==> src/rtl/edge_det_array.sv <==
// Multi-channel edge detector: per-channel synchroniser, debounce filter,
// registered rise/fall/event pulses, sticky pending flags and a masked irq.
module edge_det_array #(
  parameter int NCH         = 8,
  parameter int SYNC_STAGES = 2,
  parameter int FILT_LEN    = 4
) (
  input  logic             clk,
  input  logic             rst,
  input  logic             ce,
  input  logic [NCH-1:0]   sig_in,
  input  logic [2*NCH-1:0] mode,
  input  logic [NCH-1:0]   clr,
  input  logic [NCH-1:0]   irq_mask,
  output logic [NCH-1:0]   sig_filt,
  output logic [NCH-1:0]   redge_det,
  output logic [NCH-1:0]   fedge_det,
  output logic [NCH-1:0]   evt,
  output logic [NCH-1:0]   pending,
  output logic             irq
);

  localparam int              CW       = $clog2(FILT_LEN) + 1;
  localparam logic [CW-1:0]   CNT_LAST = CW'(FILT_LEN - 1);

  logic [SYNC_STAGES-1:0][NCH-1:0] sync_q, sync_d;
  logic [NCH-1:0][CW-1:0]          cnt_q, cnt_d;
  logic [NCH-1:0]                  filt_q, filt_d;
  logic [NCH-1:0]                  redge_q, redge_d;
  logic [NCH-1:0]                  fedge_q, fedge_d;
  logic [NCH-1:0]                  evt_q, evt_d;
  logic [NCH-1:0]                  pend_q, pend_d;
  logic [NCH-1:0]                  s_sync;

  assign s_sync = sync_q[SYNC_STAGES-1];

  // Synchroniser shifts every clock; ce only gates the filter and beyond.
  always_comb begin
    sync_d    = '0;
    sync_d[0] = sig_in;
    for (int k = 1; k < SYNC_STAGES; k++) begin
      sync_d[k] = sync_q[k-1];
    end
  end

  always_comb begin
    cnt_d   = cnt_q;
    filt_d  = filt_q;
    redge_d = '0;
    fedge_d = '0;
    for (int i = 0; i < NCH; i++) begin
      if (ce) begin
        if (s_sync[i] == filt_q[i]) begin
          cnt_d[i] = '0;
        end else if (cnt_q[i] == CNT_LAST) begin
          // New level has held for FILT_LEN qualified cycles: commit it.
          filt_d[i]  = s_sync[i];
          cnt_d[i]   = '0;
          redge_d[i] = s_sync[i];
          fedge_d[i] = ~s_sync[i];
        end else begin
          cnt_d[i] = cnt_q[i] + CW'(1);
        end
      end
    end
  end

  always_comb begin
    evt_d = '0;
    for (int i = 0; i < NCH; i++) begin
      evt_d[i] = (redge_d[i] & mode[2*i]) | (fedge_d[i] & mode[2*i+1]);
    end
  end

  // A new event outranks a simultaneous clear so it is never lost.
  assign pend_d = (pend_q & ~clr) | evt_d;

  always_ff @(posedge clk or posedge rst) begin
    if (rst) begin
      sync_q  <= '0;
      cnt_q   <= '0;
      filt_q  <= '0;
      redge_q <= '0;
      fedge_q <= '0;
      evt_q   <= '0;
      pend_q  <= '0;
    end else begin
      sync_q  <= sync_d;
      cnt_q   <= cnt_d;
      filt_q  <= filt_d;
      redge_q <= redge_d;
      fedge_q <= fedge_d;
      evt_q   <= evt_d;
      pend_q  <= pend_d;
    end
  end

  assign sig_filt  = filt_q;
  assign redge_det = redge_q;
  assign fedge_det = fedge_q;
  assign evt       = evt_q;
  assign pending   = pend_q;
  assign irq       = |(pend_q & irq_mask);

endmodule

==> config.mk <==
export PLATFORM = sky130hd
export DESIGN_NAME = edge_det_array
export DESIGN_NICKNAME = d
export VERILOG_FILES = /design/src/rtl/edge_det_array.sv
export SDC_FILE = /design/constraint.sdc
export NUM_CORES = 1
export LEC_CHECK = 0
export ABC_AREA = 0
export BUFFER_PORTS_ARGS = -buffer_cell sky130_fd_sc_hd__clkbuf_2
export CAP_MARGIN = 10
export CORE_ASPECT_RATIO = 1.2
export CORE_MARGIN = 5
export CORE_UTILIZATION = 35
export CTS_BUF_LIST = sky130_fd_sc_hd__clkbuf_4
export DETAILED_ROUTE_END_ITERATION = 10
export GPL_ROUTABILITY_DRIVEN = 1
export HOLD_SLACK_MARGIN = 0.03
export PLACE_DENSITY_LB_ADDON = 0.1
export SYNTH_ARGS = -nofsm -noshare
export SYNTH_HDL_FRONTEND = slang
export SYNTH_SLANG_ARGS = --single-unit
==> constraint.sdc <==
create_clock -name clk -period 2.1 [get_ports clk]
set_input_delay 0.21 -clock clk [delete_from_list [all_inputs] [get_ports clk]]
set_output_delay 0.21 -clock clk [all_outputs]
set_load 0.02 [all_outputs]
# Word-level counts from Yosys, hierarchy flattened
# Cells that the tools add are included.
# totals
wordCells	163
output_inout_bits	41
ff_bits	80
input_bits	43
# op_classes
eq_ne	16
add_sub_neg	8
bitwise_logic	44
n_mux	64
n_reduce_logical	9
# ops
op	n
2-to-1 mux 1 bit	48
2-to-1 mux 3 bit	16
adder 3 x 1 -> 3 bit, second input constant	8
equality test 3 x 2 -> 1 bit, second input constant	8
AND reduction 3 bit	8
bitwise AND 1 bit	16
bitwise AND 8 bit	2
inverter 1 bit	16
equality test 1 bit	8
inverter 8 bit	1
OR 1 bit	8
OR 8 bit	1
OR reduction 8 bit	1

# Depth between registers and ports, before layout
# depth
word_depth	7
mapped_depth	5
ltp_nobuf	4

# Worst setup path after synthesis
# No wires, ideal clock.
# synth_path
path_type	reg2reg
startpoint	register cnt_q[15] (netlist bit)
endpoint	register filt_q[5], in the netlist sig_filt[5]
setup_time_ns	0.125
path_stages_with_launch	4
required_ns	1.975
path_slack_ns	0.920
n_path_buf	0
synth_period_minus_slack_ns	1.180
t_arrival_ns	1.055
cell_sequence	dfrtp_1 > ha_1 > nand3b_1 > mux2_2
# synth_via
elab_chain_cells	2
# synth_rtl
element	line_no	text
start, declared	27	logic [NCH-1:0][CW-1:0] cnt_q, cnt_d;
start signal, assigned	89	cnt_q <= cnt_d;
equality test 3 x 2 -> 1 bit	55	end else if (cnt_q[i] == CNT_LAST) begin
AND reduction 3 bit (no line)	-	
end signal, assigned	90	filt_q <= filt_d;
end, declared	28	logic [NCH-1:0] filt_q, filt_d;
# Every way passes these cells.
# A chain may end at the register's enable or synchronous reset.

# Final worst setup path
# layout_path
startpoint	register pend_q[3], in the netlist pending[3]
endpoint	output irq
# layout_via
elab_chain_cells	2
# layout_rtl
element	line_no	text
start, declared	32	logic [NCH-1:0] pend_q, pend_d;
start signal, assigned	94	pend_q <= pend_d;
bitwise AND 8 bit	103	assign irq = |(pend_q & irq_mask);
OR reduction 8 bit	103	
end, declared	20	output logic irq
# Every way passes these cells.

==> impl_metrics.yaml <==
final_layout:
  nNetsFinal: 414
  final_util_pct: 45.7
  drive_gt1_share_pct: 30.9
  nFillCells: 854
  register_area_um2: 2000
  syn_to_final_growth_pct: 28.5
  diodes: 0
  multi_input_area_um2: 1080
timing:
  fin_crit_ns: 1.64
  finalHoldViolCount: 0
  min_period_over_period_pct: 78.0
  tns_ns: 0
  drv_slew: 0
  fmax_mhz: 610
  clock-skew-final_ns: 0.0143
  relSlewSlack_pct: 66.1
  setup_violations: 0
  worst_pin_slew_ns: 0.507
  rsz0062_at_grt: "no"
synth:
  synth-async-reset-ratio_pct: 100
  seq_area_frac_synth_pct: 62.6
  syn_area_per_cell_um2: 12.6
  syn-num-nets: 304
  synthesis.area_um2: 3200
  ys_seq_elements: 80
  ys.flop_type: "dfrtp_1"
  ys_warn_count: 0
  ys_types: 29
  synth_edf_count: 0
  syn_inst: 253
worst_setup_path:
  critPathMaxStageDelay_ns: 0.42
  cp_max_fo: 3
  crit_start: "pending[3]$_DFF_PP0_"
  r2r_cells: 3
  arrival_ns: 1.43
  cp_cell_sequence: "a22oi_1 > nand4_1 > clkbuf_2"
  r2r-end: "sig_filt[4]$_DFFE_PP0P_"
  crit_required_ns: 1.89
  critical_path_class: "flop to output pin"
  reg2reg_from: "cnt_q[12]$_DFFE_PP0P_"
  endpoint: "irq"
  slowest_stage: "dfrtp_1"
  reg2reg_slack_ns: 0.83
  cp-end-kind: "output pin"
  startpoint_type: "flop"
power_and_ir_drop:
  sw_frac_of_total_pct: 30.7
  p_leak_nw: 2.10
  netSwitchingPower_mw: 1.25
  combinationalPowerShare_pct: 26.6
  clkPwrFrac_pct: 23.6
  pwr-share-seq_pct: 49.8
  power_density_nw_per_um2: 990
  p_int_mw: 2.82
  ir_worst_vdd_mv: 0.338
floorplan:
  die_y_um: 115
  fp.dieW_um: 97.2
  io_pins: 84
  start_util_pct: 35.6
  dieArea_um2: 11100
  core_um2: 8990
  rows: 38
clocking:
  cts-root-to-sink-buffers: 2
  cts_tree: "built"
  ctsHtreeMaxLevel: 3
  numCtsBuffers: 9
  worstSkewPairLatency_ns: 0.40
  cts.clk_slew.worst_paths_ns: 0.12
  cts_resized: 0
  clock-sinks: 80
  cts-root-buf: "clkbuf_4"
global_routing:
  antenna_found_initial: 0
  grt_first_pass_wirelength_mm: 10.3
  grt-ovfl-total: 0
  grt_use_total_pct: 11.5
  grt_pass1_vias: 2202
  grt_max_degree: 46
worst_hold_path:
  holdCritStartpoint: "mode[5]"
  hold_class: "primary input to flop"
placed_design:
  place_congestion: 0.714
  port_buffers: 83
  dp_hpwl_mm: 4.30
run_status:
  status: "finished clean"
routing:
  vias: 2199
  routed_wl_mm: 5.98
  drc: 0
  first_pass_iters: 4
  vias_per_cell: 4.52
  drt_iter0_markers: 76
  ant_nets: 0
  wl_per_cell_um: 12.3
job:
  drv_cap: 0
## power groups by stage
| stage | clock network (mW) | logic, mW | registers (mW) |
|---|---|---|---|
| final | 0.958 | 1.08 | 2.02 |
| after global routing | 1.08 | 1.23 | 2.08 |
| after CTS | 1.01 | 1.10 | 2.03 |
| after detailed placement | 0 | 1.07 | 2.06 |
| after global placement | 0 | 1.05 | 2.05 |
| after floorplan | 0 | 0.679 | 2.13 |
## sequential cells by signal (all words and copies together) (netlist names)
name	flops
s_sync	8
fedge_det	8
pending	8
cnt_q	24
sig_filt	8
evt	8
redge_det	8
sync_d	8
## cell type report
type / instances / share of cell area, %
Clock buffer: 10 / 1.83
Tap cell: 120 / 3.66
Sequential cell: 80 / 48.8
Timing Repair Buffer: 104 / 15.7
Multi-Input combinational cell: 146 / 26.2
Clock inverter: 4 / 1.74
Inverter: 22 / 2.10
## kinds of logic after synthesis
| group | Yosys count | synth area share [%] |
|---|---|---|
| XOR/XNOR | 8 | 2.19 |
| AND/OR/NAND/NOR | 73 | 15.1 |
| flip-flops | 80 | 62.6 |
| AO/OA/AOI/OAI | 46 | 9.28 |
| adder cells (fa/ha/maj) | 8 | 3.13 |
| buffers and inverters | 27 | 3.64 |
| multiplexers | 11 | 3.99 |
## repair_timing
action | 4_1_cts | 5_1_grt
hold buffers | 17 | 1
endpoints found under the hold margin | 36 | 1
buffers inserted | 0 | 0
## stage by stage
step / setup slack [ns] / hold WS [ns] / area [um^2] / power, mW / instances
after floorplan: 0.920 / 0.241 / 3200 / 2.81 / 253
after global placement: 0.784 / 0.272 / 3780 / 3.10 / 454
after detailed placement: 0.831 / 0.265 / 3780 / 3.13 / 454
after CTS: 0.361 / 0.0308 / 4100 / 4.15 / 485
after global routing: 0.308 / 0.0337 / 4110 / 4.38 / 486
final: 0.461 / 0.0676 / 4110 / 4.06 / 486
## cell usage after synthesis, drive strengths merged (7+ instances only)
| cell | instances | area (um^2) |
|---|---|---|
| dfrtp | 80 | 2000 |
| nand3b | 24 | 193 |
| inv | 22 | 82.6 |
| nor3b | 16 | 120 |
| a21o | 12 | 90.1 |
| mux2 | 11 | 128 |
| nand2b | 10 | 62.6 |
| nand2 | 9 | 33.8 |
| o21ai | 9 | 45.0 |
| a21oi | 8 | 43.8 |
| ha | 8 | 100 |
| o22ai | 8 | 50.1 |
| xnor2 | 7 | 61.3 |
## layer usage
metal  vias to the layer above  track usage [%]  wire length [um]
met5                         -                0                 0
met4                         0             5.26               108
met3                        10             3.41               289
met2                        48             18.6              3020
met1                      1051             14.3              2550
li1                       1090                -                 -
## worst min path at each step
stage / to / cells after the start
floorplan: sync_d[10]$_DFF_PP0_ / 0
global placement: evt[4]$_DFF_PP0_ / 2
detailed placement: evt[4]$_DFF_PP0_ / 2
CTS: pending[3]$_DFF_PP0_ / 3
global route: evt[0]$_DFF_PP0_ / 3
finish: evt[2]$_DFF_PP0_ / 3
## worst max-delay path: cells and delay by family, from the launching register on
family	cells	cell delay, ns
compound gates	1	0.30
simple gates	1	0.13
flops	1	0.42
buf+inv	1	0.18
## placed cells by master (no fill, tap or decap), types with 7 or more instances in the layout
master | Yosys | final
nand3b_1 | 23 | 23
mux2_2 | 10 | 10
ha_1 | 8 | 8
a21o_1 | 12 | 12
nand2_1 | 9 | 9
nand2b_1 | 10 | 10
clkbuf_2 | 0 | 83
dlygate4sd3_1 | 0 | 18
clkbuf_4 | 0 | 10
xnor2_1 | 7 | 7
dfrtp_1 | 80 | 80
o22ai_1 | 8 | 8
inv_1 | 22 | 21
a21oi_1 | 7 | 7
nor3b_1 | 16 | 16
Note: power is estimated with default switching activity, not from simulation.
